$ cat src/rtl/vsync_rate_monitor_pkg.sv
// Shared types and 100 MHz-referenced timing constants for the vsync rate monitor.
// Nominal GBA frame periods are expressed in 100 MHz reference-clock cycles.
package vsync_rate_monitor_pkg;

  typedef enum logic [1:0] {
    ST_NO_SIGNAL = 2'd0,
    ST_ACQUIRE   = 2'd1,
    ST_LOCKED    = 2'd2
  } mon_state_t;

  localparam int unsigned CLK_HZ           = 100_000_000;
  localparam int unsigned PERIOD_60HZ      = 1_666_667;
  localparam int unsigned PERIOD_59HZ      = 1_674_200;
  localparam int unsigned PERIOD_SPLIT_DEF = (PERIOD_60HZ + PERIOD_59HZ) / 2;
  localparam int unsigned HYST_DEF         = 1_000;
  localparam int unsigned PERIOD_MIN_DEF   = 1_600_000;
  localparam int unsigned PERIOD_MAX_DEF   = 1_750_000;
  localparam int unsigned TIMEOUT_DEF      = 2_000_000;
  localparam int unsigned CONFIRM_DEF      = 4;
  localparam int unsigned CNT_W_DEF        = 21;
  localparam int unsigned SYNC_STAGES_DEF  = 2;

  // Inside the hysteresis band the current classification is kept.
  function automatic logic classify_period(input int unsigned meas,
                                           input int unsigned split,
                                           input int unsigned hyst,
                                           input logic        hold);
    logic cand;
    if (meas > split + hyst) begin
      cand = 1'b1;
    end else if (meas < split - hyst) begin
      cand = 1'b0;
    end else begin
      cand = hold;
    end
    return cand;
  endfunction

endpackage

$ cat src/rtl/vsync_rate_monitor_edge_sync.sv
// Multi-flop synchronizer for the raw vsync pin with a registered falling-edge pulse.
module vsync_edge_sync
  import vsync_rate_monitor_pkg::*;
#(
  parameter int unsigned SYNC_STAGES = SYNC_STAGES_DEF
) (
  input  logic clk,
  input  logic rst,
  input  logic vsync,
  output logic fe
);

  logic [SYNC_STAGES-1:0] sync_reg;
  logic                   prev_reg;
  logic                   fe_reg;

  always_ff @(posedge clk or posedge rst) begin
    if (rst) begin
      sync_reg <= '0;
      prev_reg <= 1'b0;
      fe_reg   <= 1'b0;
    end else begin
      sync_reg <= {sync_reg[SYNC_STAGES-2:0], vsync};
      prev_reg <= sync_reg[SYNC_STAGES-1];
      fe_reg   <= prev_reg & ~sync_reg[SYNC_STAGES-1];
    end
  end

  assign fe = fe_reg;

endmodule

$ cat src/rtl/vsync_rate_monitor.sv
// Measures the vsync frame period on the fixed reference clock and classifies it
// as 60 Hz or 59.7 Hz class, with hysteresis, multi-frame confirmation and loss detection.
module vsync_rate_monitor
  import vsync_rate_monitor_pkg::*;
#(
  parameter int unsigned CNT_W          = CNT_W_DEF,
  parameter int unsigned SYNC_STAGES    = SYNC_STAGES_DEF,
  parameter int unsigned PERIOD_MIN     = PERIOD_MIN_DEF,
  parameter int unsigned PERIOD_MAX     = PERIOD_MAX_DEF,
  parameter int unsigned PERIOD_SPLIT   = PERIOD_SPLIT_DEF,
  parameter int unsigned HYST           = HYST_DEF,
  parameter int unsigned CONFIRM_FRAMES = CONFIRM_DEF,
  parameter int unsigned TIMEOUT        = TIMEOUT_DEF
) (
  input  logic             clk,
  input  logic             rst,
  input  logic             vsync,
  output logic             framerate,
  output logic             rateChange,
  output logic             locked,
  output logic             signalLost,
  output logic [CNT_W-1:0] period,
  output logic             periodValid
);

  localparam int unsigned      STREAK_W  = $clog2(CONFIRM_FRAMES + 1);
  localparam logic [CNT_W-1:0] TIMEOUT_C = CNT_W'(TIMEOUT);
  localparam logic [CNT_W-1:0] MIN_C     = CNT_W'(PERIOD_MIN);
  localparam logic [CNT_W-1:0] MAX_C     = CNT_W'(PERIOD_MAX);
  localparam logic [STREAK_W-1:0] CONFIRM_C = STREAK_W'(CONFIRM_FRAMES);

  logic                fe;
  mon_state_t          state_reg, state_next;
  logic [CNT_W-1:0]    cnt_reg, cnt_next;
  logic [CNT_W-1:0]    meas;
  logic [STREAK_W-1:0] streak_reg, streak_next, streak_inc, acq_streak;
  logic                last_cand_reg, last_cand_next;
  logic                framerate_reg, framerate_next;
  logic                rate_change_reg, rate_change_next;
  logic                locked_reg, signal_lost_reg;
  logic [CNT_W-1:0]    period_reg, period_next;
  logic                period_valid_reg, period_valid_next;
  logic                cand;
  logic                in_range;

  vsync_edge_sync #(
    .SYNC_STAGES(SYNC_STAGES)
  ) u_edge_sync (
    .clk  (clk),
    .rst  (rst),
    .vsync(vsync),
    .fe   (fe)
  );

  // Inclusive count: the edge cycle itself belongs to the frame just ended.
  assign meas       = cnt_reg + CNT_W'(1);
  assign in_range   = (meas >= MIN_C) && (meas <= MAX_C);
  assign cand       = classify_period(32'(meas), PERIOD_SPLIT, HYST, framerate_reg);
  assign streak_inc = streak_reg + STREAK_W'(1);
  assign acq_streak = (cand == last_cand_reg) ? streak_inc : STREAK_W'(1);

  always_comb begin
    state_next        = state_reg;
    cnt_next          = (cnt_reg == TIMEOUT_C) ? cnt_reg : cnt_reg + CNT_W'(1);
    streak_next       = streak_reg;
    last_cand_next    = last_cand_reg;
    framerate_next    = framerate_reg;
    rate_change_next  = 1'b0;
    period_next       = period_reg;
    period_valid_next = 1'b0;

    if (fe) begin
      cnt_next = '0;
      case (state_reg)
        ST_NO_SIGNAL: begin
          // First edge only opens a measurement window; the frame before it is partial.
          state_next  = ST_ACQUIRE;
          streak_next = '0;
        end
        ST_ACQUIRE: begin
          if (in_range) begin
            period_next       = meas;
            period_valid_next = 1'b1;
            last_cand_next    = cand;
            if (acq_streak == CONFIRM_C) begin
              state_next       = ST_LOCKED;
              framerate_next   = cand;
              rate_change_next = (cand != framerate_reg);
              streak_next      = '0;
            end else begin
              streak_next = acq_streak;
            end
          end else begin
            streak_next = '0;
          end
        end
        ST_LOCKED: begin
          if (in_range) begin
            period_next       = meas;
            period_valid_next = 1'b1;
            if (cand != framerate_reg) begin
              if (streak_inc == CONFIRM_C) begin
                framerate_next   = ~framerate_reg;
                rate_change_next = 1'b1;
                streak_next      = '0;
              end else begin
                streak_next = streak_inc;
              end
            end else begin
              streak_next = '0;
            end
          end else begin
            state_next  = ST_ACQUIRE;
            streak_next = '0;
          end
        end
        default: begin
          state_next  = ST_NO_SIGNAL;
          streak_next = '0;
        end
      endcase
    end else if (cnt_reg == TIMEOUT_C) begin
      state_next  = ST_NO_SIGNAL;
      streak_next = '0;
    end
  end

  always_ff @(posedge clk or posedge rst) begin
    if (rst) begin
      state_reg        <= ST_NO_SIGNAL;
      cnt_reg          <= '0;
      streak_reg       <= '0;
      last_cand_reg    <= 1'b0;
      framerate_reg    <= 1'b0;
      rate_change_reg  <= 1'b0;
      locked_reg       <= 1'b0;
      signal_lost_reg  <= 1'b1;
      period_reg       <= '0;
      period_valid_reg <= 1'b0;
    end else begin
      state_reg        <= state_next;
      cnt_reg          <= cnt_next;
      streak_reg       <= streak_next;
      last_cand_reg    <= last_cand_next;
      framerate_reg    <= framerate_next;
      rate_change_reg  <= rate_change_next;
      locked_reg       <= (state_next == ST_LOCKED);
      signal_lost_reg  <= (state_next == ST_NO_SIGNAL);
      period_reg       <= period_next;
      period_valid_reg <= period_valid_next;
    end
  end

  assign framerate   = framerate_reg;
  assign rateChange  = rate_change_reg;
  assign locked      = locked_reg;
  assign signalLost  = signal_lost_reg;
  assign period      = period_reg;
  assign periodValid = period_valid_reg;

endmodule

$ cat config.mk
export PLATFORM = sky130hd
export DESIGN_NAME = vsync_rate_monitor
export DESIGN_NICKNAME = d
export VERILOG_FILES = /design/src/rtl/vsync_rate_monitor_pkg.sv /design/src/rtl/vsync_rate_monitor_edge_sync.sv /design/src/rtl/vsync_rate_monitor.sv
export SDC_FILE = /design/constraint.sdc
export NUM_CORES = 1
export LEC_CHECK = 0
export ABC_AREA = 1
export BUFFER_PORTS_ARGS = -buffer_cell sky130_fd_sc_hd__buf_2
export CAP_MARGIN = 20
export CORE_MARGIN = 2
export CORE_UTILIZATION = 50
export CTS_CLUSTER_SIZE = 16
export DETAILED_ROUTE_END_ITERATION = 16
export MAX_ROUTING_LAYER = met4
export PLACE_DENSITY = 0.66
export SLEW_MARGIN = 40
export SYNTH_ARGS = -nofsm -noshare
export SYNTH_HDL_FRONTEND = slang
export SYNTH_SLANG_ARGS = --single-unit
$ cat constraint.sdc
create_clock -name clk -period 4.37 [get_ports clk]
set_input_delay 0.6555 -clock clk [delete_from_list [all_inputs] [get_ports clk]]
set_output_delay 0.6555 -clock clk [all_outputs]
set_load 0.02 [all_outputs]
### Yosys cells after proc, flatten, opt, wreduce, memory -nomap -nowiden

Cells that the tools add are included.

| storage, ports and cells | value |
|---|---|
| bits of input ports | 3 |
| bits in registers | 57 |
| logic and storage cells | 80 |
| output and inout port bits | 26 |

| operators by class | value |
|---|---|
| bitwise operators | 3 |
| add/subtract/negate cells | 2 |
| eq/ne operators | 14 |
| $lt $le $gt $ge | 4 |
| reduce and logical (&&, ||, !) cells | 9 |
| muxes and demuxes | 35 |

Operators by type and width:

| cell | number |
|---|---|
| 21-bit 2-to-1 mux | 2 |
| 3-bit 2-to-1 mux | 8 |
| 21-bit by 1-bit adder with 21-bit output (second input constant) | 1 |
| 21-bit == test (second input constant) | 1 |
| 21-bit greater-or-equal comparator (second input constant) | 1 |
| 21-bit > comparator (second input constant) | 1 |
| 21-bit <= comparator (second input constant) | 1 |
| 21-bit less-than comparator (second input constant) | 1 |
| 1-bit 2-to-1 mux | 16 |
| 2-bit 2-to-1 mux | 5 |
| 2-bit != test (second input constant) | 5 |
| 7-bit AND reduction | 1 |
| 3-bit == test (second input constant) | 2 |
| 2-bit one-hot mux with 3 select lines | 1 |
| 3-bit one-hot mux with 2 select lines | 1 |
| 3-bit AND reduction | 2 |
| 2-bit == test (second input constant) | 2 |
| 2-bit logical NOT | 2 |
| 1-bit one-hot mux with 2 select lines | 2 |
| 2-bit nonzero test | 2 |
| 3-bit by 1-bit adder with 3-bit output (second input constant) | 1 |
| 2-bit by 1-bit == test with 1-bit output (second input constant) | 1 |
| 2-bit by 1-bit != test with 1-bit output (second input constant) | 1 |
| 1-bit inverter | 2 |
| 5 further kinds | 5 |

### Logic depth before layout (Yosys ltp)

| logic depth | value |
|---|---|
| depth in word-level cells | 12 |
| mapped depth | 24 |
| gate-level depth less buffers | 24 |

### By module

A second synthesis with hierarchy kept.

| second synthesis, totals | value |
|---|---|
| cells, all modules | 458 |
| area total of the unflattened synthesis | 3359.5 µm² |

Modules (own cells, without submodules):

| module | cells each | times used | area an instance (µm²) | seq. area each (µm²) |
|---|---|---|---|---|
| vsync_rate_monitor | 451 | 1 | 3245.6 | 1327.5 |
| vsync_edge_sync | 7 | 1 | 113.9 | 100.1 |

### Worst setup path after synthesis

Ideal clock, no wire load.

| path | value |
|---|---|
| path type | reg2reg |
| start | reg cnt_reg[0] |
| end | reg framerate_reg (netlist: framerate) |
| library setup time | 0.113 ns |
| path slack | 1.941 ns |
| buffers on the path | 0 |
| data required time | 4.257 ns |
| stages on the path, launching flop included | 22 |
| period minus slack after synthesis | 2.429 ns |
| arrival | 2.317 ns |
| cell sequence | dfrtp_1 > ha_1 > nand2_2 > nor2_4 > nand3_2 > clkinv_1 > nand3_1 > nand2_2 > nand2_2 > inv_2 > nand2_1 > nand2_1 > nand2_1 > nand2_2 > nand2_4 > o21ai_1 > nand2_1 > nand3_1 > nor2_1 > a21o_1 > nand2_1 > inv_1 |

| on the way | value |
|---|---|
| cells in the longest elaborated chain, start to end | 9 |
| elaborated cells on any way between the ends | 20 |

Ends and longest elaborated chain:

| item | RTL line | source |
|---|---|---|
| start: declaration | vsync_rate_monitor.sv:34 | `logic [CNT_W-1:0] cnt_reg, cnt_next;` |
| start signal: assignment | vsync_rate_monitor.sv:142 | `cnt_reg <= cnt_next;` |
| 21-bit by 1-bit adder with 21-bit output * | vsync_rate_monitor.sv:56 | `assign meas = cnt_reg + CNT_W'(1);` |
| 21-bit less-than comparator | vsync_rate_monitor_pkg.sv:31 | `end else if (meas < split - hyst) begin` |
| 1-bit 2-to-1 mux | vsync_rate_monitor_pkg.sv:31 |  |
| 1-bit 2-to-1 mux | vsync_rate_monitor_pkg.sv:29 | `if (meas > split + hyst) begin` |
| 1-bit == test | vsync_rate_monitor.sv:60 | `assign acq_streak = (cand == last_cand_reg) ? streak_inc : STREAK_W'(1);` |
| 3-bit 2-to-1 mux | vsync_rate_monitor.sv:60 |  |
| 3-bit == test | vsync_rate_monitor.sv:85 | `if (acq_streak == CONFIRM_C) begin` |
| 2-bit != test (no source line) | - |  |
| 7-bit AND reduction (no source line) | - |  |
| end signal: assignment | vsync_rate_monitor.sv:145 | `framerate_reg <= framerate_next;` |
| end: declaration | vsync_rate_monitor.sv:38 | `logic framerate_reg, framerate_next;` |

Every way passes the cells marked *; elsewhere a longest branch is shown, timed or not. The select of a mux whose other input is x is not followed.
A chain may end at the register's enable or synchronous reset.

### Final worst setup path

Same ends and word-level chain as after synthesis.

==> impl_metrics.env <==
export IMPL_postRouteAntennaNets=0
export IMPL_post_route_period_util_pct=66.80
export IMPL_worstSetupPathType="flop to flop"
export IMPL_placed_cells=581
export IMPL_drive_gt1_share_pct=19.15
export IMPL_dp_hpwl_um=6285
export IMPL_p_int_uw=862.9
export IMPL_route_detailed_drc=0
export IMPL_min_path_type="flop to flop"
export IMPL_max_freq_ghz=0.3425
export IMPL_pwr_share_clk_pct=40.6
export IMPL_synth_enable_flop_cells=0
export IMPL_place_ws_ns=1.519
export IMPL_finClkSkew_ns=0.009947
export IMPL_ctsResizeCount=0
export IMPL_synth_area_leaders="dfrtp_1 (40%), nand2_1 (14%), nor2_1 (7.0%), inv_1 (5.7%), nand3_1 (4.5%)"
export IMPL_dpl_cell_area_sq_um=3709
export IMPL_seq_area_sq_um=1429
export IMPL_critPathRequiredTime_ns=4.61
export IMPL_multi_input_area_sq_um=1779
export IMPL_top_layer="met4"
export IMPL_worstSkewPairLatency_ns=0.34
export IMPL_die_y_um=87.47
export IMPL_arrival_ns=3.15
export IMPL_wirelength_um=8481
export IMPL_final_cell_count_no_fill=597
export IMPL_final_min_clock_period_ns=2.919
export IMPL_gr_usage_all_layers_pct=24.40
export IMPL_synth_seq_cells=57
export IMPL_slew_headroom_pct=51.98
export IMPL_setup_viol=0
export IMPL_maxCapViolCount=0
export IMPL_switchingPower_uw=340.4
export IMPL_antenna_found_initial=0
export IMPL_setup_ws_ns=1.451
export IMPL_yosysWarnings=0
export IMPL_wl_met1_um=4077
export IMPL_cp_start_kind="flop"
export IMPL_grt_max_degree=58
export IMPL_cp_max_fo=9
export IMPL_setup_tns_ns=0
export IMPL_combPwrFrac_pct=11.2
export IMPL_cts_root_buf="clkbuf_8"
export IMPL_synthArstFlopShare_pct=100.0
export IMPL_yosys_most_used_dff="dfrtp_1"
export IMPL_irDropWorstVdd_v=0.0001863
export IMPL_dieArea_sq_um=7650
export IMPL_whs_path_depth=0
export IMPL_clk_pin_slew_ns=0.06
export IMPL_status="finished, final reports clean"
export IMPL_tightestPinTransition_ns=0.7203
export IMPL_power_density_nw_per_um2=308.6
export IMPL_rsz0062_at_grt="false"
export IMPL_avgViaCountPerCell=5.270
export IMPL_dr_wl_met3_um=317
export IMPL_dr_pass1_iters=4
export IMPL_r2r_cells=19
export IMPL_p_leak_nw=1.989
export IMPL_syn_nets=490
export IMPL_final_core_util_pct=57.70
export IMPL_pwr_share_seq_pct=48.2
export IMPL_rows=30
export IMPL_via_count=3146
export IMPL_ios=29
export IMPL_synth_top_area_cell="dfrtp_1"
export IMPL_p_total_mw=1.203
export IMPL_syn_instance_count=477
export IMPL_cts_sinks=57
export IMPL_avgRoutedWirePerCell_um=14.21
export IMPL_fillers=664
export IMPL_gp_congestion=0.9514
export IMPL_htreeDepth=3
export IMPL_start_util_pct=51.56
export IMPL_hold_viol=0
export IMPL_diodes=0
export IMPL_met2WireLength_um=3960
export IMPL_netlist_area_sq_um=3483
export IMPL_post_cts_setup_buffers=0
export IMPL_nets=525
export IMPL_syn2layout_area_growth_pct=11.93
export IMPL_final_max_slew_viol_count=0
export IMPL_core_region_area_sq_um=6756
export IMPL_fin_hold_ws_ns=0.3627
export IMPL_end_kind="flop"
export IMPL_fin_area_sq_um=3899
export IMPL_clk_path_buf_depth=2
export IMPL_drt_iter0_markers=128
export IMPL_overflow=0
export IMPL_fp_dieW_um=87.47
export IMPL_numCtsBuffers=9
export IMPL_hold_buffers=0
export IMPL_synth_top_area_share_pct=40.23
export IMPL_yosysUniqueCellTypes=33
export IMPL_sw_frac_of_total_pct=28.29
export IMPL_grt_pass1_vias=2866
export IMPL_io_buffers=28
export IMPL_grt_pass1_wl_um=14050
export IMPL_cts_tree="built"
export IMPL_synth_seq_area_share_pct=40.98
export IMPL_syn_area_per_cell_sq_um=7.303
## power by group through the flow
stage,registers [mW],logic (mW),clock network [mW]
floorplan,0.583,0.104,0
global placement,0.588,0.132,0
detailed placement,0.589,0.134,0
CTS,0.579,0.135,0.502
global route,0.585,0.152,0.519
finish,0.579,0.135,0.489
## routing by layer
layer	GRT usage (%)	vias up
met5	-	-
met4	8.252	0
met1	33.05	1451
met3	3.412	17
li1	-	1594
met2	37.67	84
## critical path: stages (launching register included)
cell and delay [ns]:
dfrtp_1 0.45, ha_1 0.24, nand2_2 0.10, nor2_4 0.22
nand2_1 0.08, nand2_1 0.20, nand2_1 0.11, nor2_1 0.17
nand3_1 0.09, nor2_1 0.11, nand3_1 0.11, nand3_2 0.12
nand2_4 0.08, o21ai_1 0.27, nand2_1 0.09, nand3_1 0.08
nor2_1 0.06, a21o_1 0.15, nand2_1 0.06, inv_1 0.04
## layout by cell type (no fill, tap or decap), types with 3 or more instances in the layout
master | netlist | layout
inv_2 | 11 | 12
nor4_1 | 4 | 4
nor2_1 | 65 | 65
inv_1 | 53 | 52
nand3_2 | 6 | 6
clkbuf_8 | 0 | 10
clkbuf_1 | 1 | 3
nand2_4 | 4 | 4
nand2_2 | 17 | 17
nand3_1 | 31 | 31
nor3_1 | 3 | 3
nor2_4 | 5 | 5
nor2_2 | 3 | 3
ha_1 | 10 | 10
nand2_1 | 126 | 126
dfrtp_1 | 56 | 55
o21ai_0 | 7 | 7
buf_2 | 3 | 28
nand4_1 | 18 | 18
o21ai_1 | 27 | 27
a21oi_1 | 10 | 10
## cells by family after synthesis
logic type      count (synthesis)  synth area share (%)
fa+ha+maj                      10                 3.592
flops                          57                 40.98
buf+inv                        72                 7.938
simple gates                  289                 40.16
compound gates                 49                 7.328
## area by class of cell
type                       instances  share of cell area (%)
inverter                          67                   6.515
timing repair buffer              29                   3.787
multi-input combinational        348                   45.64
sequential                        57                   36.65
clock inverter                     3                   1.027
clock buffer                      13                   3.819
tap                               80                   2.567
## synthesized netlist by cell type, types with 2 or more instances
master	number
nand2_2	17
nor2_1	65
buf_2	3
nor4_1	4
a21oi_1	10
nor2_2	3
nand2_4	4
ha_1	10
nand3_1	31
nor2_4	5
a31oi_1	2
clkinv_1	2
nand3_2	6
nand2_1	126
inv_2	11
or2_2	2
o21ai_1	27
o21ai_0	7
nor3_1	3
nor2_8	2
inv_1	53
nand4_1	18
dfrtp_1	56
## worst paths after layout
check,startpoint,to,slack (ns)
worst min register to register,u_edge_sync.sync_reg[0],u_edge_sync.sync_reg[1],0.36
min in group asynchronous,rst,period[6],0.51
worst min-delay path,u_edge_sync.sync_reg[0],u_edge_sync.sync_reg[1],0.36
worst max register to register,cnt_reg[0],framerate,1.45
max in group asynchronous,rst,u_edge_sync.fe,3.34
worst max-delay path,cnt_reg[0],framerate,1.45
No activity file was read; power rests on OpenSTA's default activity.
